## src/rtl/nvram_upload.sv

```systemverilog
// Serves HPS ioctl upload byte reads from work RAM and requests an upload once core writes go quiet.
// Latency: in-range read stalls RD_LAT+1 clocks, out-of-range read 1 clock; every output is registered.
// Backpressure: ioctl_wait holds the HPS; `define NVRAM_UPLOAD_REQ_EN compiles in the dirty/quiet tracker.

module nvram_upload #(
    parameter int          AW           = 10,
    parameter int          RD_LAT       = 2,
    parameter logic [7:0]  UPLOAD_INDEX = 8'd4,
    parameter logic [23:0] QUIET_CYCLES = 24'd1_100_000
) (
    input  logic          clk_sys,
    input  logic          reset_n,
    input  logic          ioctl_upload,
    input  logic [7:0]    ioctl_index,
    input  logic          ioctl_rd,
    input  logic [24:0]   ioctl_addr,
    output logic [7:0]    ioctl_din,
    output logic          ioctl_wait,
    output logic          ioctl_upload_req,
    output logic [AW-1:0] ram_addr,
    output logic          ram_rd,
    input  logic [7:0]    ram_q,
    input  logic          core_wr
);

    typedef enum logic [1:0] {
        S_IDLE,
        S_ISSUE,
        S_WAITQ
    } state_t;

    localparam logic [1:0]  LAT_INIT = 2'(RD_LAT - 1);
    localparam logic [24:0] ADDR_LIM = 25'(2 ** AW);

    state_t          state, state_nx;
    logic [1:0]      lat_cnt, lat_cnt_nx;
    logic            oor_pend, oor_nx;
    logic [7:0]      din_nx;
    logic            wait_nx;
    logic            rd_nx;
    logic [AW-1:0]   addr_nx;
    logic            sel;
    logic            in_range;

    assign sel      = ioctl_upload && (ioctl_index == UPLOAD_INDEX);
    assign in_range = ioctl_addr < ADDR_LIM;

    always_ff @(posedge clk_sys or negedge reset_n) begin
        if (!reset_n) begin
            state      <= S_IDLE;
            lat_cnt    <= 2'd0;
            oor_pend   <= 1'b0;
            ioctl_din  <= 8'h00;
            ioctl_wait <= 1'b0;
            ram_rd     <= 1'b0;
            ram_addr   <= '0;
        end else begin
            state      <= state_nx;
            lat_cnt    <= lat_cnt_nx;
            oor_pend   <= oor_nx;
            ioctl_din  <= din_nx;
            ioctl_wait <= wait_nx;
            ram_rd     <= rd_nx;
            ram_addr   <= addr_nx;
        end
    end

    always_comb begin
        state_nx   = state;
        lat_cnt_nx = lat_cnt;
        oor_nx     = 1'b0;
        din_nx     = ioctl_din;
        wait_nx    = ioctl_wait;
        rd_nx      = 1'b0;
        addr_nx    = ram_addr;
        case (state)
            S_IDLE: begin
                // Out-of-range reads hold wait for one cycle, then return FF.
                if (oor_pend) begin
                    din_nx  = 8'hFF;
                    wait_nx = 1'b0;
                end else if (ioctl_rd && sel) begin
                    wait_nx = 1'b1;
                    if (in_range) begin
                        state_nx = S_ISSUE;
                        addr_nx  = ioctl_addr[AW-1:0];
                        rd_nx    = 1'b1;
                    end else begin
                        oor_nx = 1'b1;
                    end
                end
            end
            S_ISSUE: begin
                if (!sel) begin
                    state_nx = S_IDLE;
                    wait_nx  = 1'b0;
                end else begin
                    state_nx   = S_WAITQ;
                    lat_cnt_nx = LAT_INIT;
                end
            end
            S_WAITQ: begin
                if (!sel) begin
                    state_nx = S_IDLE;
                    wait_nx  = 1'b0;
                end else if (lat_cnt == 2'd0) begin
                    state_nx = S_IDLE;
                    din_nx   = ram_q;
                    wait_nx  = 1'b0;
                end else begin
                    lat_cnt_nx = lat_cnt - 2'd1;
                end
            end
            default: begin
                state_nx = S_IDLE;
                wait_nx  = 1'b0;
            end
        endcase
    end

`ifdef NVRAM_UPLOAD_REQ_EN
    logic        sel_q;
    logic        dirty, dirty_nx;
    logic [23:0] quiet_cnt, quiet_cnt_nx;
    logic        req_nx;

    // Any upload session holds the quiet counter at zero, so quiet time is
    // measured from the later of the last core write and the session end.
    always_comb begin
        quiet_cnt_nx = quiet_cnt;
        if (core_wr || ioctl_upload) begin
            quiet_cnt_nx = 24'd0;
        end else if (dirty && (quiet_cnt != QUIET_CYCLES)) begin
            quiet_cnt_nx = quiet_cnt + 24'd1;
        end
        req_nx   = dirty && !core_wr && !ioctl_upload && (quiet_cnt_nx == QUIET_CYCLES);
        dirty_nx = dirty;
        if (core_wr) begin
            dirty_nx = 1'b1;
        end else if (sel && !sel_q) begin
            dirty_nx = 1'b0;
        end else if (req_nx) begin
            dirty_nx = 1'b0;
        end
    end

    always_ff @(posedge clk_sys or negedge reset_n) begin
        if (!reset_n) begin
            sel_q            <= 1'b0;
            dirty            <= 1'b0;
            quiet_cnt        <= 24'd0;
            ioctl_upload_req <= 1'b0;
        end else begin
            sel_q            <= sel;
            dirty            <= dirty_nx;
            quiet_cnt        <= quiet_cnt_nx;
            ioctl_upload_req <= req_nx;
        end
    end
`else
    logic unused_core_wr;
    assign unused_core_wr   = core_wr;
    assign ioctl_upload_req = 1'b0;
`endif

endmodule

```

## config.mk

```make
export PLATFORM = sky130hd
export DESIGN_NAME = nvram_upload
export DESIGN_NICKNAME = d
export VERILOG_FILES = /design/src/rtl/nvram_upload.sv
export SDC_FILE = /design/constraint.sdc
export NUM_CORES = 1
export LEC_CHECK = 0
export ABC_CLOCK_PERIOD_IN_PS = 3300
export BUFFER_PORTS_ARGS = -buffer_cell sky130_fd_sc_hd__buf_2
export CAP_MARGIN = 10
export CELL_PAD_IN_SITES_DETAIL_PLACEMENT = 0
export CELL_PAD_IN_SITES_GLOBAL_PLACEMENT = 1
export CORE_MARGIN = 8
export CORE_UTILIZATION = 25
export DETAILED_ROUTE_END_ITERATION = 10
export PLACE_DENSITY = 0.74
export SYNTH_ARGS = -nofsm -noshare
export SYNTH_HDL_FRONTEND = slang
export SYNTH_SLANG_ARGS = --single-unit
export TNS_END_PERCENT = 30
```

## constraint.sdc

```tcl
create_clock -name clk_sys -period 3.3 [get_ports clk_sys]
set_clock_uncertainty 0.2 [all_clocks]
set_input_delay 0.66 -clock clk_sys [delete_from_list [all_inputs] [get_ports clk_sys]]
set_output_delay 0.66 -clock clk_sys [all_outputs]
set_load 0.005 [all_outputs]
```

Yosys cells after proc, flatten, opt, wreduce, memory -nomap -nowiden. Cells that the tools add are included.

Register bits after elaboration: 25. Bits of input ports: 46.

Add/sub/neg operators: 1. Magnitude comparators: 1. Equality and inequality tests: 14. Muxes and demuxes: 29. Bitwise logic cells: 1. Reduce and logical (&&, ||, !) cells: 11.

Operators by type and width (count): < comparator 25 x 11 -> 1 bit (second input constant) (1); 2-to-1 mux 8 bit (3); 2-to-1 mux 2 bit (9); inequality test 2 bit (second input constant) (9); one-hot mux 8 bit (2 select lines) (1); AND reduction 4 bit (4); 2-to-1 mux 1 bit (13); == test 8 x 3 -> 1 bit (second input constant) (1); inequality test 3 bit (second input constant) (2); one-hot mux 2 bit (3 select lines) (1); zero test 2 bit (2); one-hot mux 2 bit (2 select lines) (1); nonzero test 2 bit (2); one-hot mux 1 bit (3 select lines) (1); AND reduction 3 bit (1); == test 2 x 1 -> 1 bit (second input constant) (1); == test 2 bit (second input constant) (1); logical AND 1 bit (2); subtractor 2 x 1 -> 2 bit (second input constant) (1); NOT 1 bit (1).

Longest topological paths before layout. Gate-level depths: netlist of run 1.

Word-level depth: 6. Depth in mapped cells: 7. Mapped depth without buffers: 6.

Least setup slack after synthesis of run 1. No wires, ideal clock.

Path type: input to register. Start point: input port ioctl_addr[22]. End point: register ram_addr[0]. Library setup time: 0.125 ns. Data arrival time: 1.918 ns. Data required time: 2.975 ns. Path slack: 1.058 ns. Stages: 4. Buffers on the path: 0. Path through: nor4_1 > nand4_1 > nor3_4 > mux2_2.

Word-level cells in the longest chain between the ends: 2.

Ends and longest elaborated chain: start: declaration (RTL line 16) `input logic [24:0] ioctl_addr,`; < comparator 25 x 11 -> 1 bit (RTL line 46) `assign in_range = ioctl_addr < ADDR_LIM;`; AND reduction 4 bit (no source line); end signal: assignment (RTL line 64) `ram_addr <= addr_nx;`; end: declaration (RTL line 20) `output logic [AW-1:0] ram_addr,`.

Every way passes these cells. A chain may end at the register's enable or synchronous reset.

Worst setup path after layout of run 1.
Start point: input port ioctl_addr[22]. End point: register ram_addr[5].

Same word-level chain as after synthesis.

==> flow_summary.toml, run 1 <==
[finish]
syn_to_final_growth_pct = 38.1
diodes = 0
drive_gt1_frac = 0.491
final_util = 0.358
fin_nets = 215

[critical_path]
timing.reg2reg.setup_slack_ns = 1.26
crit_type = "in2reg"
crit_path_max_fanout = 10
required_ns = 3.26
r2r_cells = 4
startpoint = "ioctl_addr[22]"
reg2reg_to = "ram_addr[5]"
end_kind = "flop"
reg2reg_from = "state[1]"
start_kind = "primary input"
arrival_ns = 2.20

[die]
rows = 24
fp.dieH_um = 82.9
die_area_um2 = 6880
fp.dieW_um = 82.9
ios = 67
initial_core_util = 0.259
fp.coreArea_um2 = 4320

[power_and_ir_drop]
p_leak_nw = 0.769
peakVddDrop_uv = 164
power.density_nw_per_um2 = 346

[min_path]
hold_path.class = "in2async"

[timing]
max_freq_ghz = 0.447
period_needed_ns = 2.24
tns_ns = 0
hold_viol = 0
post-route-period-util = 0.677
drv_slew = 0
final-setup-viol-count = 0
grt_setup_unrepaired = "false"
relSlewSlack = 0.617
worst_slew_pin_slew_ns = 0.575

[clock_network]
clock_latency_ns = 0.27
cts_buffer_depth = 2
cts_tree = "yes"
postCtsSetupRepairBufs = 0
clk_pin_slew_ns = 0.09
h-tree-depth = 1
cts_made_buffers = 3
root_buffer = "clkbuf_8"
cts_resized = 0
clock-sinks = 25
cts_hold_buf = 0

[drt]
first_pass_iters = 4
wl_per_cell_um = 13.6
drt_iter0_markers = 32
drc = 0
antenna_left = 0
wirelength_um = 2970
vias = 962
vias_per_cell = 4.39

[grt]
grt_first_pass_wirelength_um = 5100
gr-total-overflow = 0
grt_pass1_vias = 1092
antenna_found_initial = 0
gr-usage-all-layers = 0.0862
grt_max_degree = 26

[yosys]
async_reset_ff_frac = 1.00
yosys-top-cells-area = "dfrtp_1 (56%), mux2_2 (10%), nor2_1 (7.0%)"
synthDominantCellAreaShare = 0.559
yosysWarnings = 0
synthesis.nets = 148
synthCells = 101
synth_common_cells = "dfrtp_1 (25), nor2_1 (21), a21oi_1 (10), mux2_2 (10), nor4_1 (5)"
yosysMostFrequentCell = "dfrtp_1"
synth_top_cell_by_area = "dfrtp_1"
synth.distinct_cells = 29
synth_edf_count = 0
ys_ff_latch = 25
synthFlopType = "dfrtp_1"
yosysSeqAreaShare = 0.559
syn_avg_cell_area_um2 = 11.1
synthesis.area_um2 = 1120

[flow_run]
max-cap-violations = 0

[place]
gp_congestion = 0.714
io_buffers = 64
hpwl_um = 2370

[run_status]
outcome = "completed"
==> sequential cells by signal, indices dropped and copies added, names as in the netlist <==
| signal | count |
|---|---|
| lat_cnt | 2 |
| ioctl_din | 8 |
| ram_addr | 10 |
| ioctl_wait | 1 |
| oor_pend | 1 |
| state | 2 |
| ram_rd | 1 |
==> cell type report <==
type | count | area [um^2]
Sequential cell | 25 | 626
Timing Repair Buffer | 65 | 328
Fill cell | 459 | 2780
Clock inverter | 1 | 7.51
Multi-Input combinational cell | 70 | 468
Tap cell | 52 | 65.1
Clock buffer | 3 | 41.3
Inverter | 3 | 11.3
==> worst max-delay path by stage <==
stage	to	slack, ns
finish	ram_addr[5]	1.06
global route	ram_addr[7]	0.89
CTS	ram_addr[5]	1.03
detailed placement	ram_addr[5]	0.73
global placement	ram_addr[8]	0.74
floorplan	ram_addr[0]	1.06
==> layout by cell type, fill, tap and decap left out, drive strengths merged <==
master,instances
nor2b,1
nand3,1
conb,1
a21oi,10
nand2,1
mux2i,1
nor3,4
nor2,21
nor4b,2
ha,1
mux2,10
nand4,3
and2b,1
buf,65
a211oi,1
and3b,1
clkbuf,3
nand2b,1
o21ai,1
and3,1
o2bb2a,1
and2,1
clkinvlp,1
inv,3
dfrtp,25
nor4,5
a211o,1
==> stage by stage <==
step                      total power, mW  hold slack, ns  setup slack, ns  instance area, um^2  std cells
final                               0.535           0.173             1.06                 1550        219
after global routing                0.560           0.217            0.894                 1550        219
after CTS                           0.547           0.189             1.03                 1550        219
after detailed placement            0.353           0.286            0.729                 1500        215
after global placement              0.352           0.275            0.739                 1500        215
after floorplan                     0.320           0.164             1.06                 1120        101
==> where the power goes <==
part / internal, mW / total [mW] / leakage [nW] / switching, mW
Sequential: 0.307 / 0.307 / 0.302 / 0.000226
Clock: 0.0856 / 0.189 / 0.0217 / 0.103
Combinational: 0.0218 / 0.0391 / 0.445 / 0.0173
==> cells by family after synthesis <==
family,count (synthesis),share of synthesized area
AND/OR/NAND/NOR,43,0.221
other,1,0.00335
multiplexers,11,0.109
buffers and inverters,6,0.0235
flip-flops,25,0.559
adder cells (fa/ha/maj),1,0.0112
AO/OA/AOI/OAI,14,0.0726
==> worst max-delay path, stage by stage <==
cell and delay (ns):
buf_2 0.09, nor4_1 0.27, nand4_1 0.26, nor3_4 0.51, mux2_2 0.40
==> routing by layer <==
layer  part of all wire  up-vias  global-route usage
li1                   -      487                   -
met5                  0        -                   0
met3              0.074        0              0.0361
met4                  0        0              0.0240
met2               0.49       30               0.144
met1               0.43      445              0.0980
(Power assumes the default switching activity.)
==> run 2: changes to the inputs <==
Settings changed: ABC_CLOCK_PERIOD_IN_PS 3300 to 1950, PLACE_DENSITY 0.74 to 0.76.
Clock period 3.3 ns to 1.95 ns, I/O delays scaled along.
==> flow_summary.toml, run 2 (synthesis results as in run 1) <==
[run_status]
outcome = "completed"

[finish]
final_cell_mix = "buf_2 (64), dfrtp_1 (25), nor2_1 (21)"
multiInputGateArea_um2 = 468
reg_top3 = "ram_addr (10), ioctl_din (8)"
top_register = "ram_addr"
diodes = 0
syn_to_final_growth_pct = 46.5
fillers = 459
largest_reg_flops = 10
fin_nets = 226
final_common_cell = "buf_2"
fin_cells = 230
drive_gt1_frac = 0.511
layout.area.seq_um2 = 626

[critical_path]
slowest_delay_ns = 0.39
crit_path_max_fanout = 8
timing.reg2reg.setup_slack_ns = 0.15
reg2reg_to = "ram_addr[5]"
crit_type = "reg2reg"
path_cells = "nor3_1, nand2_1, nor3_4, buf_12, mux2_2"
reg2reg_from = "state[1]"
arrival_ns = 1.75
start_kind = "flop"
end_kind = "flop"
required_ns = 1.90
critPathSlowestCell = "dfrtp_1"
r2r_cells = 5

[grt]
grt_max_degree = 26
grt_first_pass_wirelength_um = 4920
gr-total-overflow = 0
antenna_found_initial = 0
gr-usage-all-layers = 0.0836
grt_pass1_vias = 1125

[die]
fp.dieH_um = 82.9
initial_core_util = 0.259
ios = 67
die_area_um2 = 6880
fp.dieW_um = 82.9
fp.coreArea_um2 = 4320
rows = 24

[clock_network]
h-tree-depth = 1
postCtsSetupRepairBufs = 0
root_buffer = "clkbuf_8"
clock-sinks = 25
clock_latency_ns = 0.26
cts_made_buffers = 3
cts_resized = 0
clk_pin_slew_ns = 0.09
cts_buffer_depth = 2
cts_hold_buf = 1
cts_tree = "yes"

[place]
post-place-ws_ns = -0.138
io_buffers = 64
dp.cells = 225
gp_congestion = 0.698
hpwl_um = 2380

[power_and_ir_drop]
p_switching_uw = 184
p_sw_frac = 0.207
p_leak_nw = 0.825
p_clk_frac = 0.336
p_comb_frac = 0.080
peakVddDrop_uv = 208
seqPwrFrac = 0.584
p_int_uw = 706
power.density_nw_per_um2 = 542

[timing]
final-setup-viol-count = 0
drv_slew = 0
relSlewSlack = 0.622
worst_slew_pin_slew_ns = 0.567
period_needed_ns = 1.80
worst_hold_slack_ns = 0.155
post-route-period-util = 0.921
hold_viol = 0
grt_setup_unrepaired = "false"
fin_ws_ns = 0.154
tns_ns = 0
max_freq_ghz = 0.557

[drt]
vias_per_cell = 4.41
wl_met3_um = 195
vias = 1014
wl_met2_um = 1410
wl_per_cell_um = 12.7
highest_layer = "met4"
wirelength_um = 2910
wl_met1_um = 1270
drc = 0
drt_iter0_markers = 21
antenna_left = 0
first_pass_iters = 4

[min_path]
worstHoldPathCells = 2
hp-start = "ioctl_addr[7]"
hold_path.class = "in2reg"
worstHoldEndpoint = "ram_addr[7]"

[flow_run]
max-cap-violations = 0
run 2: changes by cell type in the layout (fill, tap and decap cells not counted), sizes merged:
cell         before  now
clkbuf            3    4
clkinvlp          1    0
dlygate4sd3       0    1
buf              65   75
run 2: how the worst max path moves through the flow:
stage                        endpoint  slack, ns  cells past startpoint            from
final                     ram_addr[5]       0.15                      5        state[1]
after global routing      ram_addr[8]       0.02                      5        state[1]
after CTS                 ram_addr[5]       0.13                      5        state[1]
after detailed placement  ram_addr[5]      -0.14                      6  ioctl_addr[22]
after global placement    ram_addr[8]      -0.11                      6  ioctl_addr[22]
after floorplan           ram_addr[0]      0.001                      4  ioctl_index[4]
run 2: per-layer routing:
metal | track usage | vias up
met5 | 0 | -
met3 | 0.0254 | 2
li1 | - | 509
met4 | 0.0383 | 0
met2 | 0.142 | 40
met1 | 0.0929 | 463
run 2: power groups by stage:
stage	Combinational (mW)	Clock, mW	Sequential (mW)
after floorplan	0.0117	0	0.530
after global placement	0.0699	0	0.530
after detailed placement	0.0714	0	0.530
after CTS	0.0732	0.321	0.519
after global routing	0.0806	0.334	0.520
final	0.0711	0.299	0.519
run 2: area by class of cell:
type | count | area share
flip-flops and latches | 25 | 0.381
multi-input cells | 70 | 0.285
repair buffers | 76 | 0.259
well taps | 52 | 0.0397
clock buffers | 4 | 0.0275
inverters | 3 | 0.00687
run 2: critical path: cells and delay by family, from the launching register on:
family	cells	cell delay, ns
and+or+nand+nor	3	0.61
DFF	1	0.39
muxes	1	0.33
buffers and inverters	1	0.16
run 2: per-stage QoR:
stage | total power, mW | utilization | area, um^2
final | 0.890 | 0.379 | 1640
after global routing | 0.934 | 0.379 | 1640
after CTS | 0.914 | 0.379 | 1640
after detailed placement | 0.601 | 0.367 | 1590
after global placement | 0.600 | 0.367 | 1590
after floorplan | 0.542 | - | 1120
